<file path="src/rtl/mem_access_stage_pkg.sv">
// Shared types for the memory-access pipeline stage: memory modes, FSM states
// and the captured instruction bundle.
package mem_stage_pkg;

  typedef enum logic [1:0] {
    MM_NONE = 2'b00,
    MM_WORD = 2'b01,
    MM_BYTE = 2'b10,
    MM_RSVD = 2'b11
  } mm_t;

  typedef enum logic {
    IDLE = 1'b0,
    WAIT = 1'b1
  } ms_state_t;

  typedef struct packed {
    logic wbs;
    logic ni;
    logic wce;
    logic wme1;
    logic wme2;
    logic reg_dest;
    logic wre;
  } ctrl_t;

  typedef struct packed {
    ctrl_t       ctrl;
    mm_t         mm;
    logic        wm;
    logic [15:0] alu;
    logic [15:0] data;
    logic [3:0]  dest;
  } bundle_t;

  function automatic int cnt_width(input int timeout_cycles);
    return $clog2(timeout_cycles + 1);
  endfunction

endpackage

</file>
<file path="src/rtl/mem_access_stage_if.sv">
// Data-memory req/ack port; the stage is master, the memory is slave.
interface mem_bus_if;
  logic        mem_req;
  logic        mem_we;
  logic [1:0]  mem_be;
  logic [15:0] mem_addr;
  logic [15:0] mem_wdata;
  logic        mem_ack;
  logic [15:0] mem_rdata;

  modport master (
    output mem_req, mem_we, mem_be, mem_addr, mem_wdata,
    input  mem_ack, mem_rdata
  );

  modport slave (
    input  mem_req, mem_we, mem_be, mem_addr, mem_wdata,
    output mem_ack, mem_rdata
  );
endinterface

</file>
<file path="src/rtl/mem_access_stage_lane_align.sv">
// Byte-lane steering for stores and lane select / zero-extension for loads.
module mem_lane_align
  import mem_stage_pkg::*;
(
  input  mm_t         mode_i,
  input  logic        a0_i,
  input  logic [15:0] wdata_i,
  input  logic [15:0] rdata_i,
  output logic [1:0]  be_o,
  output logic [15:0] wdata_o,
  output logic [15:0] rdata_o
);

  always_comb begin
    be_o    = 2'b00;
    wdata_o = 16'h0000;
    rdata_o = 16'h0000;
    case (mode_i)
      MM_WORD: begin
        be_o    = 2'b11;
        wdata_o = wdata_i;
        rdata_o = rdata_i;
      end
      MM_BYTE: begin
        be_o    = a0_i ? 2'b10 : 2'b01;
        wdata_o = {wdata_i[7:0], wdata_i[7:0]};
        rdata_o = {8'h00, (a0_i ? rdata_i[15:8] : rdata_i[7:0])};
      end
      default: ;
    endcase
  end

endmodule

</file>
<file path="src/rtl/mem_access_stage.sv">
// Memory stage: issues the data access, stalls upstream while it is
// outstanding, aborts on timeout and registers the writeback bundle.
//
// state | meaning
// IDLE  | accepting a new bundle; non-memory ops retire next edge
// WAIT  | request outstanding, upstream stalled, timeout counter running
module mem_access_stage
  import mem_stage_pkg::*;
#(
  parameter int TIMEOUT_CYCLES = 255
) (
  input  logic             clk,
  input  logic             rst,
  input  logic             in_valid,
  input  logic             wbs_in,
  input  logic             ni_in,
  input  logic             wce_in,
  input  logic             wme1_in,
  input  logic             wme2_in,
  input  logic             reg_dest_in,
  input  logic             wre_in,
  input  logic [1:0]       mm_in,
  input  logic             wm_in,
  input  logic [15:0]      ALUresult_in,
  input  logic [15:0]      memData_in,
  input  logic [3:0]       reg_dest_data_writeback_in,
  mem_bus_if.master        mem,
  output logic             stall_o,
  output logic             wb_valid,
  output logic             wbs_out,
  output logic             ni_out,
  output logic             wce_out,
  output logic             wme1_out,
  output logic             wme2_out,
  output logic             reg_dest_out,
  output logic             wre_out,
  output logic [15:0]      ALUresult_out,
  output logic [15:0]      memData_out,
  output logic [3:0]       reg_dest_data_writeback_out,
  output logic             timeout_err
);

  localparam int CW = cnt_width(TIMEOUT_CYCLES);
  localparam logic [CW-1:0] CNT_LAST = CW'(TIMEOUT_CYCLES - 1);

  ms_state_t   state_q;
  bundle_t     in_b;
  bundle_t     cap_q;
  ctrl_t       ctrl_out_q;
  logic [CW-1:0] cnt_q, cnt_d;
  logic        mem_req_q;
  logic        wb_valid_q;
  logic        timeout_err_q;
  logic [15:0] alu_out_q;
  logic [15:0] mdata_out_q;
  logic [3:0]  dest_out_q;
  logic [15:0] rdata_fmt;
  logic        in_is_mem;

  always_comb begin
    in_b.ctrl.wbs      = wbs_in;
    in_b.ctrl.ni       = ni_in;
    in_b.ctrl.wce      = wce_in;
    in_b.ctrl.wme1     = wme1_in;
    in_b.ctrl.wme2     = wme2_in;
    in_b.ctrl.reg_dest = reg_dest_in;
    in_b.ctrl.wre      = wre_in;
    in_b.mm            = mm_t'(mm_in);
    in_b.wm            = wm_in;
    in_b.alu           = ALUresult_in;
    in_b.data          = memData_in;
    in_b.dest          = reg_dest_data_writeback_in;
  end

  assign in_is_mem = (in_b.mm == MM_WORD) || (in_b.mm == MM_BYTE);
  assign cnt_d     = cnt_q + 1'b1;

  // Bus fields come straight from the capture, so they are stable for the
  // whole request and read as zero after reset.
  mem_lane_align u_lane_align (
    .mode_i  (cap_q.mm),
    .a0_i    (cap_q.alu[0]),
    .wdata_i (cap_q.data),
    .rdata_i (mem.mem_rdata),
    .be_o    (mem.mem_be),
    .wdata_o (mem.mem_wdata),
    .rdata_o (rdata_fmt)
  );

  assign mem.mem_req  = mem_req_q;
  assign mem.mem_we   = cap_q.wm;
  assign mem.mem_addr = {cap_q.alu[15:1], 1'b0};

  always_ff @(posedge clk) begin
    if (rst) begin
      state_q       <= IDLE;
      cap_q         <= '0;
      ctrl_out_q    <= '0;
      cnt_q         <= '0;
      mem_req_q     <= 1'b0;
      wb_valid_q    <= 1'b0;
      timeout_err_q <= 1'b0;
      alu_out_q     <= '0;
      mdata_out_q   <= '0;
      dest_out_q    <= '0;
    end else begin
      case (state_q)
        IDLE: begin
          wb_valid_q <= 1'b0;
          if (in_valid) begin
            if (in_is_mem) begin
              cap_q     <= in_b;
              cnt_q     <= '0;
              mem_req_q <= 1'b1;
              state_q   <= WAIT;
            end else begin
              wb_valid_q  <= 1'b1;
              ctrl_out_q  <= in_b.ctrl;
              alu_out_q   <= in_b.alu;
              dest_out_q  <= in_b.dest;
              mdata_out_q <= '0;
            end
          end
        end
        WAIT: begin
          if (mem.mem_ack) begin
            mem_req_q   <= 1'b0;
            state_q     <= IDLE;
            wb_valid_q  <= 1'b1;
            ctrl_out_q  <= cap_q.ctrl;
            alu_out_q   <= cap_q.alu;
            dest_out_q  <= cap_q.dest;
            mdata_out_q <= cap_q.wm ? 16'h0000 : rdata_fmt;
          end else if (cnt_q == CNT_LAST) begin
            // Aborted access still retires, but must not write the register file.
            mem_req_q      <= 1'b0;
            state_q        <= IDLE;
            timeout_err_q  <= 1'b1;
            wb_valid_q     <= 1'b1;
            ctrl_out_q     <= cap_q.ctrl;
            ctrl_out_q.wre <= 1'b0;
            alu_out_q      <= cap_q.alu;
            dest_out_q     <= cap_q.dest;
            mdata_out_q    <= '0;
          end else begin
            cnt_q <= cnt_d;
          end
        end
        default: state_q <= IDLE;
      endcase
    end
  end

  assign stall_o                     = (state_q == WAIT);
  assign wb_valid                    = wb_valid_q;
  assign wbs_out                     = ctrl_out_q.wbs;
  assign ni_out                      = ctrl_out_q.ni;
  assign wce_out                     = ctrl_out_q.wce;
  assign wme1_out                    = ctrl_out_q.wme1;
  assign wme2_out                    = ctrl_out_q.wme2;
  assign reg_dest_out                = ctrl_out_q.reg_dest;
  assign wre_out                     = ctrl_out_q.wre;
  assign ALUresult_out               = alu_out_q;
  assign memData_out                 = mdata_out_q;
  assign reg_dest_data_writeback_out = dest_out_q;
  assign timeout_err                 = timeout_err_q;

endmodule

</file>
<file path="src/flat_wrapper.sv">
// flat-port wrapper written by rule: the top's interface ports become plain ports
module mem_access_stage_flat import mem_stage_pkg::*;
#(
  parameter int TIMEOUT_CYCLES = 255
)
  (clk, rst, in_valid, wbs_in, ni_in, wce_in, wme1_in, wme2_in, reg_dest_in, wre_in, mm_in, wm_in, ALUresult_in, memData_in, reg_dest_data_writeback_in, stall_o, wb_valid, wbs_out, ni_out, wce_out, wme1_out, wme2_out, reg_dest_out, wre_out, ALUresult_out, memData_out, reg_dest_data_writeback_out, timeout_err, mem_mem_req, mem_mem_we, mem_mem_be, mem_mem_addr, mem_mem_wdata, mem_mem_ack, mem_mem_rdata);
  mem_bus_if mem_i ();
  input  logic clk;
  input  logic rst;
  input  logic in_valid;
  input  logic wbs_in;
  input  logic ni_in;
  input  logic wce_in;
  input  logic wme1_in;
  input  logic wme2_in;
  input  logic reg_dest_in;
  input  logic wre_in;
  input  logic [1:0] mm_in;
  input  logic wm_in;
  input  logic [15:0] ALUresult_in;
  input  logic [15:0] memData_in;
  input  logic [3:0] reg_dest_data_writeback_in;
  output logic stall_o;
  output logic wb_valid;
  output logic wbs_out;
  output logic ni_out;
  output logic wce_out;
  output logic wme1_out;
  output logic wme2_out;
  output logic reg_dest_out;
  output logic wre_out;
  output logic [15:0] ALUresult_out;
  output logic [15:0] memData_out;
  output logic [3:0] reg_dest_data_writeback_out;
  output logic timeout_err;
  output wire logic [$bits(mem_i.mem_req)-1:0] mem_mem_req;
  output wire logic [$bits(mem_i.mem_we)-1:0] mem_mem_we;
  output wire logic [$bits(mem_i.mem_be)-1:0] mem_mem_be;
  output wire logic [$bits(mem_i.mem_addr)-1:0] mem_mem_addr;
  output wire logic [$bits(mem_i.mem_wdata)-1:0] mem_mem_wdata;
  input wire logic [$bits(mem_i.mem_ack)-1:0] mem_mem_ack;
  input wire logic [$bits(mem_i.mem_rdata)-1:0] mem_mem_rdata;
  assign mem_mem_req = mem_i.mem_req;
  assign mem_mem_we = mem_i.mem_we;
  assign mem_mem_be = mem_i.mem_be;
  assign mem_mem_addr = mem_i.mem_addr;
  assign mem_mem_wdata = mem_i.mem_wdata;
  assign mem_i.mem_ack = mem_mem_ack;
  assign mem_i.mem_rdata = mem_mem_rdata;
  mem_access_stage #(.TIMEOUT_CYCLES(TIMEOUT_CYCLES)) u_core (.clk(clk), .rst(rst), .in_valid(in_valid), .wbs_in(wbs_in), .ni_in(ni_in), .wce_in(wce_in), .wme1_in(wme1_in), .wme2_in(wme2_in), .reg_dest_in(reg_dest_in), .wre_in(wre_in), .mm_in(mm_in), .wm_in(wm_in), .ALUresult_in(ALUresult_in), .memData_in(memData_in), .reg_dest_data_writeback_in(reg_dest_data_writeback_in), .mem(mem_i), .stall_o(stall_o), .wb_valid(wb_valid), .wbs_out(wbs_out), .ni_out(ni_out), .wce_out(wce_out), .wme1_out(wme1_out), .wme2_out(wme2_out), .reg_dest_out(reg_dest_out), .wre_out(wre_out), .ALUresult_out(ALUresult_out), .memData_out(memData_out), .reg_dest_data_writeback_out(reg_dest_data_writeback_out), .timeout_err(timeout_err));
endmodule
</file>
<file path="config.mk">
export PLATFORM = sky130hd
export DESIGN_NAME = mem_access_stage_flat
export DESIGN_NICKNAME = d
export VERILOG_FILES = /design/src/rtl/mem_access_stage_pkg.sv /design/src/rtl/mem_access_stage_if.sv /design/src/rtl/mem_access_stage_lane_align.sv /design/src/rtl/mem_access_stage.sv /design/src/flat_wrapper.sv
export SDC_FILE = /design/constraint.sdc
export NUM_CORES = 1
export LEC_CHECK = 0
export CAP_MARGIN = 40
export CORE_MARGIN = 2
export CORE_UTILIZATION = 35
export CTS_CLUSTER_DIAMETER = 80
export DETAILED_ROUTE_END_ITERATION = 8
export GPL_TIMING_DRIVEN = 0
export SYNTH_ARGS = -nofsm -noshare
export SYNTH_HDL_FRONTEND = slang
export SYNTH_HIERARCHICAL = 1
export SYNTH_SLANG_ARGS = --single-unit
</file>
<file path="constraint.sdc">
create_clock -name clk -period 1.95 [get_ports clk]
set_input_delay 0.2925 -clock clk [delete_from_list [all_inputs] [get_ports clk]]
set_output_delay 0.2925 -clock clk [all_outputs]
set_load 0.01 [all_outputs]
</file>
==> flow_metrics.tcl <==
set metrics [dict create \
    r2r_end "u_core/reg_dest_data_writeback_out[3]" \
    final_cell_area_sq_um 6570 \
    die_x_microns 116 \
    synth_fp_nets 573 \
    syn_area_sq_um 4390 \
    end_kind "primary output" \
    tightest_slew_ns 0.548 \
    grt_overflow_total 0 \
    hp-start "u_core/timeout_err" \
    max-slew-margin-rel_pct 63.5 \
    grt_first_pass_wirelength_microns 21800 \
    cts_tree "done" \
    drt_pass1_iterations 5 \
    worstPathArrival_ns 1.61 \
    maxSlewViolCount 0 \
    seqCellArea_sq_um 2030 \
    cts.sinks 101 \
    cts.clk_slew.worst_paths_ns 0.07 \
    placed_cell_area_sq_um 6060 \
    p_per_area_nw_per_um2 838 \
    intPower_mw 4.14 \
    clkPwrFrac_pct 39.3 \
    num_rows 40 \
    cp_data_required_time_ns 1.66 \
    syn_inst 503 \
    grt_max_degree 17 \
    synthFlopType "dfxtp_1" \
    drive_gt1_share_pct 17.6 \
    antenna_found_initial 0 \
    hold_viol 0 \
    ant_nets 0 \
    nNetsFinal 741 \
    critPathMaxFanout 6 \
    cts_root_buffer "clkbuf_16" \
    synth_top_cell_by_area "dfxtp_1" \
    drt_iter0_markers 278 \
    ctsHtreeMaxLevel 3 \
    seqPwrFrac_pct 41.6 \
    reg2regPathDepth 4 \
    core_sq_um 12100 \
    num-fill-cells 1174 \
    grt_pass1_vias 4197 \
    cap_violations 0 \
    cts_buffers 9 \
    setup_violations 0 \
    highest_layer "met4" \
    start_kind "flop" \
    wl_met1_microns 6280 \
    syn_avg_cell_area_sq_um 8.72 \
    clock_latency_ns 0.35 \
    drc 0 \
    hpwlAfterDp_microns 10100 \
    fp.dieH_microns 116 \
    critPathMaxStageDelay_ns 0.36 \
    p_leak_nw 2.45 \
    ys_ff_latch 101 \
    synth_enable_flop_cells 0 \
    r2r-start "u_core/cnt_q[3]" \
    rrSetupSlack_ns 0.20 \
    syn_to_final_growth_pct 49.8 \
    synth_most_common_cell "nand2_1" \
    path_class "flop to primary output" \
    hp-class "flop to flop" \
    utilization_pct 54.3 \
    path_buf_inv 4 \
    ioPinCount 148 \
    routed_via_density 5.21 \
    grt_use_total_pct 20.6 \
    finalWorstSetupSlack_ns 0.0438 \
    vias 4401 \
    outcome "finished, final reports clean" \
    wl_per_cell_microns 16.8 \
    wl_met2_microns 6590 \
    synthArstFlopShare_pct 0 \
    cp_top_family "buffers and inverters" \
    routed-wl-met3_microns 1150 \
    layout_min_cycle_time_ns 1.91 \
    portBuffers 146 \
    cts-root-to-sink-buffers 2 \
    fp.dieArea_sq_um 13400 \
    synth_common_cells "nand2_1, dfxtp_1, a21oi_1" \
    synth_top_cells_by_area "dfxtp_1, nand2_1, a21oi_1" \
    swShare_pct 24.7 \
    wl_microns 14200 \
    multiInputGateArea_sq_um 2110 \
    setup.worst_path.end "mem_mem_wdata[0]" \
    gp_congestion 0.813 \
    initial_core_util_pct 36.2 \
    yosysSeqAreaShare_pct 46.1 \
    max_freq_mhz 525 \
    pre_cts_slack_ns -0.531 \
    n_antenna_cell 0 \
    worstSetupStartpoint "u_core/cap_q[38]" \
    power_frac_comb_pct 19.1 \
    synth_top_area_share_pct 46.1 \
    synth.distinct_cells 48 \
    crit_slowest_cell "dfxtp_4" \
    path_depth 8 \
    switching_power_mw 1.36 \
    peakVddDrop_mv 0.750 \
    fin_skew_ns 0.00558 \
    crit_chain "inv_1, ha_2, buf_6, nor2_4, nor2_4, buf_6, and2_1, buf_2" \
    post-route-period-util_pct 97.8 \
    ys_warn_count 6 \
]
-- repair_timing --
| item | in CTS | in global routing |
|---|---|---|
| resized for setup | 81 | 27 |
| buffers inserted | 5 | 6 |
| pin swaps | 2 | 6 |
| endpoints found under the setup margin | 26 | 37 |
| hold buffers | 0 | 0 |
| cloned | 0 | 1 |
-- metal layers --
layer | GRT usage [%] | vias to the layer above
li1 | - | 2119
met1 | 26.8 | 2091
met2 | 33.4 | 179
met3 | 6.75 | 12
met4 | 5.16 | 0
met5 | 0 | -
-- worst min-delay path by stage --
stage                     cells after the start  slack [ns]                 end
after floorplan                               2        0.43     u_core/cap_q[0]
after global placement                        2        0.44  u_core/timeout_err
after detailed placement                      2        0.44  u_core/timeout_err
after CTS                                     2        0.45  u_core/timeout_err
after global routing                          2        0.49    u_core/cap_q[12]
final                                         2        0.45  u_core/timeout_err
-- cell families (layout without fill, tap and decap cells) --
kind of cell    count (synthesis)  count (layout)  synth area share (%)
simple gates                  168             168                  16.9
other cells                     1               1                0.0855
compound gates                166             166                  26.9
xor+xnor                        2               2                 0.571
flops                         101             101                  46.1
mux                             2               2                 0.485
fa+ha+maj                       4               4                  1.14
buf+inv                        59             232                  7.87
-- worst register-to-register path: stages, from the launching register on --
cell and delay, ns:
dfxtp_1 0.44, nand4_1 0.26, o211ai_2 0.48, buf_2 0.32, a2bb2oi_1 0.12
-- power by group through the flow --
stage / sequential (mW) / clock (mW) / combinational [mW]
after floorplan: 2.35 / 0 / 0.470
after global placement: 2.33 / 0 / 0.972
after detailed placement: 2.33 / 0 / 0.981
after CTS: 2.28 / 2.21 / 1.02
after global routing: 2.30 / 2.29 / 1.13
final: 2.29 / 2.16 / 1.05
-- flip-flops by register name, indices dropped and copies added, names as in the netlist --
| name | count |
|---|---|
| u_core/ALUresult_out | 16 |
| u_core/cap_q | 30 |
| u_core/cnt_q | 8 |
| u_core/mem.mem_addr | 15 |
| u_core/mem.mem_req | 1 |
| u_core/mem.mem_we | 1 |
| u_core/memData_out | 16 |
| u_core/ni_out | 1 |
| u_core/reg_dest_data_writeback_out | 4 |
| u_core/reg_dest_out | 1 |
| u_core/stall_o | 1 |
| u_core/timeout_err | 1 |
| u_core/wb_valid | 1 |
| u_core/wbs_out | 1 |
| u_core/wce_out | 1 |
| u_core/wme1_out | 1 |
| u_core/wme2_out | 1 |
| u_core/wre_out | 1 |
-- metrics by stage --
step | total power, mW | cells | setup TNS (ns) | hold slack [ns]
2_1_floorplan | 2.82 | 503 | 0 | 0.428
3_3_place_gp | 3.30 | 817 | -17.16 | 0.437
3_5_place_dp | 3.31 | 817 | -18.60 | 0.440
4_1_cts | 5.51 | 838 | -0.00148 | 0.449
5_1_grt | 5.72 | 844 | -0.0693 | 0.487
6_report | 5.50 | 844 | 0 | 0.449
-- final cells by class --
type | instances | share of cell area, %
multi-input combinational | 343 | 32.1
timing repair buffer | 158 | 22.8
clock inverter | 7 | 2.09
clock buffer | 9 | 3.43
inverter | 6 | 0.343
sequential | 101 | 30.8
tap | 168 | 3.20
buffer | 52 | 5.27
-- placed cells by master, fill, tap and decap left out, types with 15 or more instances in the layout --
cell type	instances
nand2_1	104
a2bb2oi_1	25
o221ai_1	25
buf_4	29
nor2_1	17
clkdlybuf4s50_1	128
a22o_1	16
dfxtp_1	99
and2_1	15
buf_2	30
a21oi_1	60
Note: power is estimated with default switching activity, not from simulation.
